### src/rtl/key_filter_repeat.sv
// Single-key front-end: two-flop synchroniser, debounce FSM, one-cycle press pulse.
// Define AUTO_REPEAT_EN to add hold/repeat pulses while the key stays pressed.
module key_filter_repeat #(
  parameter int unsigned DEBOUNCE_CYCLES = 240000,
  parameter int unsigned HOLD_CYCLES     = 6000000,
  parameter int unsigned REPEAT_CYCLES   = 1200000,
  parameter int unsigned CNT_W           = 24
) (
  input  logic clk,
  input  logic rst,
  input  logic key,
  output logic key_pulse,
  output logic key_state
);

  localparam longint unsigned MAX_CNT = (64'd1 << CNT_W) - 64'd1;
  localparam logic [CNT_W-1:0] DEB_LAST = CNT_W'(DEBOUNCE_CYCLES - 1);

  if (DEBOUNCE_CYCLES < 2 || 64'(DEBOUNCE_CYCLES) > MAX_CNT ||
      64'(HOLD_CYCLES) > MAX_CNT || 64'(REPEAT_CYCLES) > MAX_CNT) begin : g_bad_param
    $error("key_filter_repeat: cycle parameter out of range for CNT_W");
  end

  typedef enum logic [1:0] {
    S_IDLE,
    S_PRESS_WAIT,
    S_HELD,
    S_RELEASE_WAIT
  } state_t;

  logic             r_ks0, r_ks1;
  state_t           r_state, w_state_nx;
  logic [CNT_W-1:0] r_cnt, w_cnt_nx;
  logic             r_pulse, w_pulse_nx;
  logic             r_kstate, w_kstate_nx;

`ifdef AUTO_REPEAT_EN
  localparam logic [CNT_W-1:0] HOLD_LAST = CNT_W'(HOLD_CYCLES - 1);
  localparam logic [CNT_W-1:0] REP_LAST  = CNT_W'(REPEAT_CYCLES - 1);

  logic [CNT_W-1:0] r_hold_cnt, w_hold_cnt_nx;
  logic [CNT_W-1:0] r_rep_cnt, w_rep_cnt_nx;
  logic             r_rep_phase, w_rep_phase_nx;
`endif

  always_ff @(posedge clk) begin
    if (!rst) begin
      r_ks0 <= 1'b1;
      r_ks1 <= 1'b1;
    end else begin
      r_ks0 <= key;
      r_ks1 <= r_ks0;
    end
  end

  always_ff @(posedge clk) begin
    if (!rst) begin
      r_state  <= S_IDLE;
      r_cnt    <= '0;
      r_pulse  <= 1'b0;
      r_kstate <= 1'b0;
`ifdef AUTO_REPEAT_EN
      r_hold_cnt  <= '0;
      r_rep_cnt   <= '0;
      r_rep_phase <= 1'b0;
`endif
    end else begin
      r_state  <= w_state_nx;
      r_cnt    <= w_cnt_nx;
      r_pulse  <= w_pulse_nx;
      r_kstate <= w_kstate_nx;
`ifdef AUTO_REPEAT_EN
      r_hold_cnt  <= w_hold_cnt_nx;
      r_rep_cnt   <= w_rep_cnt_nx;
      r_rep_phase <= w_rep_phase_nx;
`endif
    end
  end

  always_comb begin
    w_state_nx  = r_state;
    w_cnt_nx    = r_cnt;
    w_pulse_nx  = 1'b0;
    w_kstate_nx = r_kstate;
`ifdef AUTO_REPEAT_EN
    w_hold_cnt_nx  = r_hold_cnt;
    w_rep_cnt_nx   = r_rep_cnt;
    w_rep_phase_nx = r_rep_phase;
`endif
    case (r_state)
      S_IDLE: begin
        if (!r_ks1) begin
          w_state_nx = S_PRESS_WAIT;
          w_cnt_nx   = '0;
        end
      end
      S_PRESS_WAIT: begin
        if (r_ks1) begin
          w_state_nx = S_IDLE;
        end else if (r_cnt == DEB_LAST) begin
          w_state_nx  = S_HELD;
          w_pulse_nx  = 1'b1;
          w_kstate_nx = 1'b1;
`ifdef AUTO_REPEAT_EN
          w_hold_cnt_nx  = '0;
          w_rep_cnt_nx   = '0;
          w_rep_phase_nx = 1'b0;
`endif
        end else begin
          w_cnt_nx = r_cnt + 1'b1;
        end
      end
      S_HELD: begin
        if (r_ks1) begin
          w_state_nx = S_RELEASE_WAIT;
          w_cnt_nx   = '0;
        end else begin
`ifdef AUTO_REPEAT_EN
          // hold_cnt stops at its terminal value once the repeat phase owns pulse timing
          if (!r_rep_phase) begin
            if (r_hold_cnt == HOLD_LAST) begin
              w_pulse_nx     = 1'b1;
              w_rep_phase_nx = 1'b1;
              w_rep_cnt_nx   = '0;
            end else begin
              w_hold_cnt_nx = r_hold_cnt + 1'b1;
            end
          end else if (r_rep_cnt == REP_LAST) begin
            w_pulse_nx   = 1'b1;
            w_rep_cnt_nx = '0;
          end else begin
            w_rep_cnt_nx = r_rep_cnt + 1'b1;
          end
`endif
        end
      end
      S_RELEASE_WAIT: begin
        if (!r_ks1) begin
          w_state_nx = S_HELD;
        end else if (r_cnt == DEB_LAST) begin
          w_state_nx  = S_IDLE;
          w_kstate_nx = 1'b0;
`ifdef AUTO_REPEAT_EN
          w_hold_cnt_nx  = '0;
          w_rep_cnt_nx   = '0;
          w_rep_phase_nx = 1'b0;
`endif
        end else begin
          w_cnt_nx = r_cnt + 1'b1;
        end
      end
      default: w_state_nx = S_IDLE;
    endcase
  end

  assign key_pulse = r_pulse;
  assign key_state = r_kstate;

endmodule

### config.mk
export PLATFORM = sky130hd
export DESIGN_NAME = key_filter_repeat
export DESIGN_NICKNAME = d
export VERILOG_FILES = /design/src/rtl/key_filter_repeat.sv
export SDC_FILE = /design/constraint.sdc
export NUM_CORES = 1
export LEC_CHECK = 0
export ABC_AREA = 1
export BUFFER_PORTS_ARGS = -buffer_cell sky130_fd_sc_hd__clkbuf_2
export CAP_MARGIN = 20
export CORE_UTILIZATION = 56
export CTS_BUF_LIST = sky130_fd_sc_hd__clkbuf_8
export DETAILED_ROUTE_END_ITERATION = 10
export PLACE_DENSITY = 0.71
export SKIP_LAST_GASP = 1
export SYNTH_ARGS = -nofsm -noshare
export SYNTH_HDL_FRONTEND = slang
export SYNTH_SLANG_ARGS = --single-unit
### constraint.sdc
create_clock -name clk -period 1.9 [get_ports clk]
set_input_delay 0.095 -clock clk [delete_from_list [all_inputs] [get_ports clk]]
set_output_delay 0.095 -clock clk [all_outputs]
set_load 0.1 [all_outputs]
==> key figures <==
Finish
  • Multi-input logic area: 1110 um^2
  • Share of layout cells above drive strength 1: 15.1%
  • Post-layout util: 65.8%
  • Nets@finish: 322
  • Ant diodes: 0
  • Storage cell area: 601 um^2
  • Fillers: 302
  • Area growth syn-to-layout: 7.32%

Routing
  • WL/cell: 12.1 um
  • DRT Pass-1 Iters: 4
  • Post-Route WL: 4370 um
  • Routed wl met2: 2040 um
  • DR vias: 1808
  • Post-DRT Antenna Nets: 0
  • M1 WL: 2130 um
  • Routed length on met3: 139 um
  • Vias/cell: 4.99
  • Uppermost layer routed: met4
  • DRC Markers: 0
  • DRT iter0 DRCs: 100

Setup path
  • Crit Reg-Reg Endpoint: r_cnt[14]$_SDFFE_PN0P_
  • RR Startpoint: r_cnt[0]$_SDFFE_PN0P_
  • Slowest CP cell: dfxtp_1
  • Crit Path Max Fanout: 26
  • Kind of critical path: flip-flop to flip-flop
  • Critical path data required time: 2.08 ns
  • CP delay by family, top: simple AND/OR/NAND/NOR gates
  • CP max stage delay: 0.34 ns
  • Cell Chain, Critical Path: ha_1 -> nand3_2 -> inv_2 -> nand3b_4 -> nor2_4 -> nor2_8 -> clkinv_4 -> a21oi_1 -> nor2_1
  • Worst setup SP type: flip-flop
  • R2R setup slack: 0.11 ns
  • Crit path buf inv count: 2
  • CP arrival: 1.97 ns
  • Kind of end point of the critical path: flip-flop
  • Reg2reg path depth: 9

Yosys
  • Post-Synth Adder-Cell Area: 0.648%
  • Synth area leader: dfxtp_1
  • Top-area cell type share of the netlist area: 31.1%
  • Largest family of logic cells by synthesized area: simple AND/OR/NAND/NOR gates
  • Syn Nets: 311
  • Seq/Total Area, Yosys: 31.1%
  • Post-Synth Simple-Gate Area: 45.5%
  • Syn avg cell area: 6.29 um^2
  • Synth Flop Type: dfxtp_1
  • Synth cell types: 31
  • Top-count cell post-synth: nand2_1
  • Register bit total from synthesis: 30
  • EDFF count, synth: 0
  • Post-synthesis xor/xnor area fraction: 3.17%
  • Mapped Cells: 307
  • Synth top cells by count: 104 x nand2_1, 48 x nor2_1, 32 x inv_1, 30 x dfxtp_1, 23 x nand3_1
  • Post-synth ARST share: 0%
  • Netlist Area Pre-Place: 1930 um^2
  • Synth Area in Compound Gates: 8.16%
  • Multiplexer share of the synthesized area: 0%
  • Synth top area cells: dfxtp_1 31%, nand2_1 20%, nor2_1 9.3%
  • Yosys warnings: 0

Global route
  • Number of global-route vias before repair: 1509
  • Largest net degree at the start of global routing: 27
  • Initial antenna violation count: 0
  • First-pass GRT wire length: 6930 um
  • GRT overflow: 0
  • GRT Total Usage: 26.5%

Clocking
  • CTS root buffer: clkbuf_8
  • Insertion delay to the later sink of the worst-skew pair: 0.28 ns
  • Cts repair resizes: 0
  • CTS clk-pin slew, worst paths: 0.07 ns
  • Hold-fix buffers, CTS: 1
  • Deepest clock path buffer count: 2
  • Clock sink total: 30
  • H-tree depth: 2
  • TritonCTS clock tree: built
  • Clock buffer count from CTS: 5
  • Postcts setup bufs: 0

Power and ir drop
  • VDD IR-drop max: 509 uV
  • Leak Pwr: 0.000817 uW
  • Pwr Density: 565 nW/um^2

Place
  • I/O Buffers: 4
  • Gpl congestion: 0.861
  • Place WS: 0.135 ns
  • Hpwl dp: 3220 um

Timing
  • Max Freq: 559 MHz
  • Minimum clock period: 1.79 ns
  • Final WS setup: 0.110 ns
  • Setup TNS: 0 ns
  • Final period util: 94.2%
  • Slew headroom: 64.4%
  • RSZ-0062 raised after global routing: false
  • Setup violators final: 0
  • Least-Margin Pin Slew: 0.536 ns
  • Final number of max-transition violations: 0
  • Final Skew: 0.00559 ns
  • Final Hold Vio Count: 0

Floorplan
  • Die area: 3690 um^2
  • Initial Util: 61.3%
  • Core Region: 3150 um^2
  • Die X: 60.7 um
  • DIE HEIGHT: 60.7 um
  • Ports: 5
  • Row count: 20

Min path
  • Hold Crit Class: input port to flip-flop
  • Hold path depth: 3
  • Hold Path Sink: r_cnt[14]$_SDFFE_PN0P_
  • Hold path startpoint: rst

Flow run
  • Max Cap Viol: 0

Status
  • Status: finished clean
[layout by cell type, fill, tap and decap left out, types with 3 or more instances in the layout]
master,netlist,final
clkbuf_2,0,4
nand3b_1,4,4
nor2_2,3,3
a21oi_1,9,9
dfxtp_1,30,30
xor2_1,7,7
buf_4,0,6
a21oi_2,10,10
inv_1,32,32
nand2_1,104,104
nand3_1,23,23
nor2_1,48,48
nor3_1,4,4
inv_2,4,4
nand2_2,6,6
clkbuf_8,0,5
[worst max path at each step]
stage | start | endpoint | slack, ns | depth (start not counted)
floorplan | r_cnt[0]$_SDFFE_PN0P_ | r_cnt[9]$_SDFFE_PN0P_ | 0.37 | 10
global placement | r_cnt[0]$_SDFFE_PN0P_ | r_cnt[14]$_SDFFE_PN0P_ | 0.15 | 9
detailed placement | r_cnt[0]$_SDFFE_PN0P_ | r_cnt[14]$_SDFFE_PN0P_ | 0.13 | 9
CTS | r_cnt[0]$_SDFFE_PN0P_ | r_cnt[14]$_SDFFE_PN0P_ | 0.12 | 9
global route | r_cnt[0]$_SDFFE_PN0P_ | r_cnt[14]$_SDFFE_PN0P_ | 0.02 | 9
finish | r_cnt[0]$_SDFFE_PN0P_ | r_cnt[14]$_SDFFE_PN0P_ | 0.11 | 9
[tightest hold or removal path, stage by stage]
cell and delay, ns:
clkbuf_2 0.17, nand2_1 0.10, nor2_1 0.03
[routing by layer]
metal	global-route usage, %	vias up
li1	-	971
met1	34.0	796
met2	43.0	34
met3	5.76	7
met4	11.0	0
met5	0	-
[metrics by stage]
step	power (uW)	hold WS [ns]	instances	cell area, um^2
final	1170	0.154	362	2070
after global routing	1210	0.168	362	2070
after CTS	1180	0.150	362	2070
after detailed placement	703	0.288	354	1980
after global placement	702	0.281	354	1980
after floorplan	694	0.202	307	1930
[cell type report]
class / instances / share of cell area [%]
clock buffer: 5 / 3.32
multi-input combinational: 231 / 53.5
clock inverter: 2 / 0.483
timing repair buffer: 11 / 3.62
inverter: 39 / 7.42
tap: 44 / 2.66
sequential: 30 / 29.0
[cell families (layout without fill, tap and decap cells)]
family,Yosys count,count (layout)
AO/OA/AOI/OAI,23,23
flip-flops,30,30
XOR/XNOR,7,7
buffers and inverters,46,57
AND/OR/NAND/NOR,200,200
adder cells (fa/ha/maj),1,1
[registers in the layout, indices dropped and copies added (netlist names), named ones only]
register   cells
key_pulse      1
key_state      1
r_cnt         24
r_ks0          1
r_ks1          1
r_state        1
[where the power goes]
part	total [uW]	switching [uW]	internal (uW)
sequential	635	2.63	633
clock	481	236	245
combinational	55.5	39.3	16.2
No activity file was read; power rests on OpenSTA's default activity.
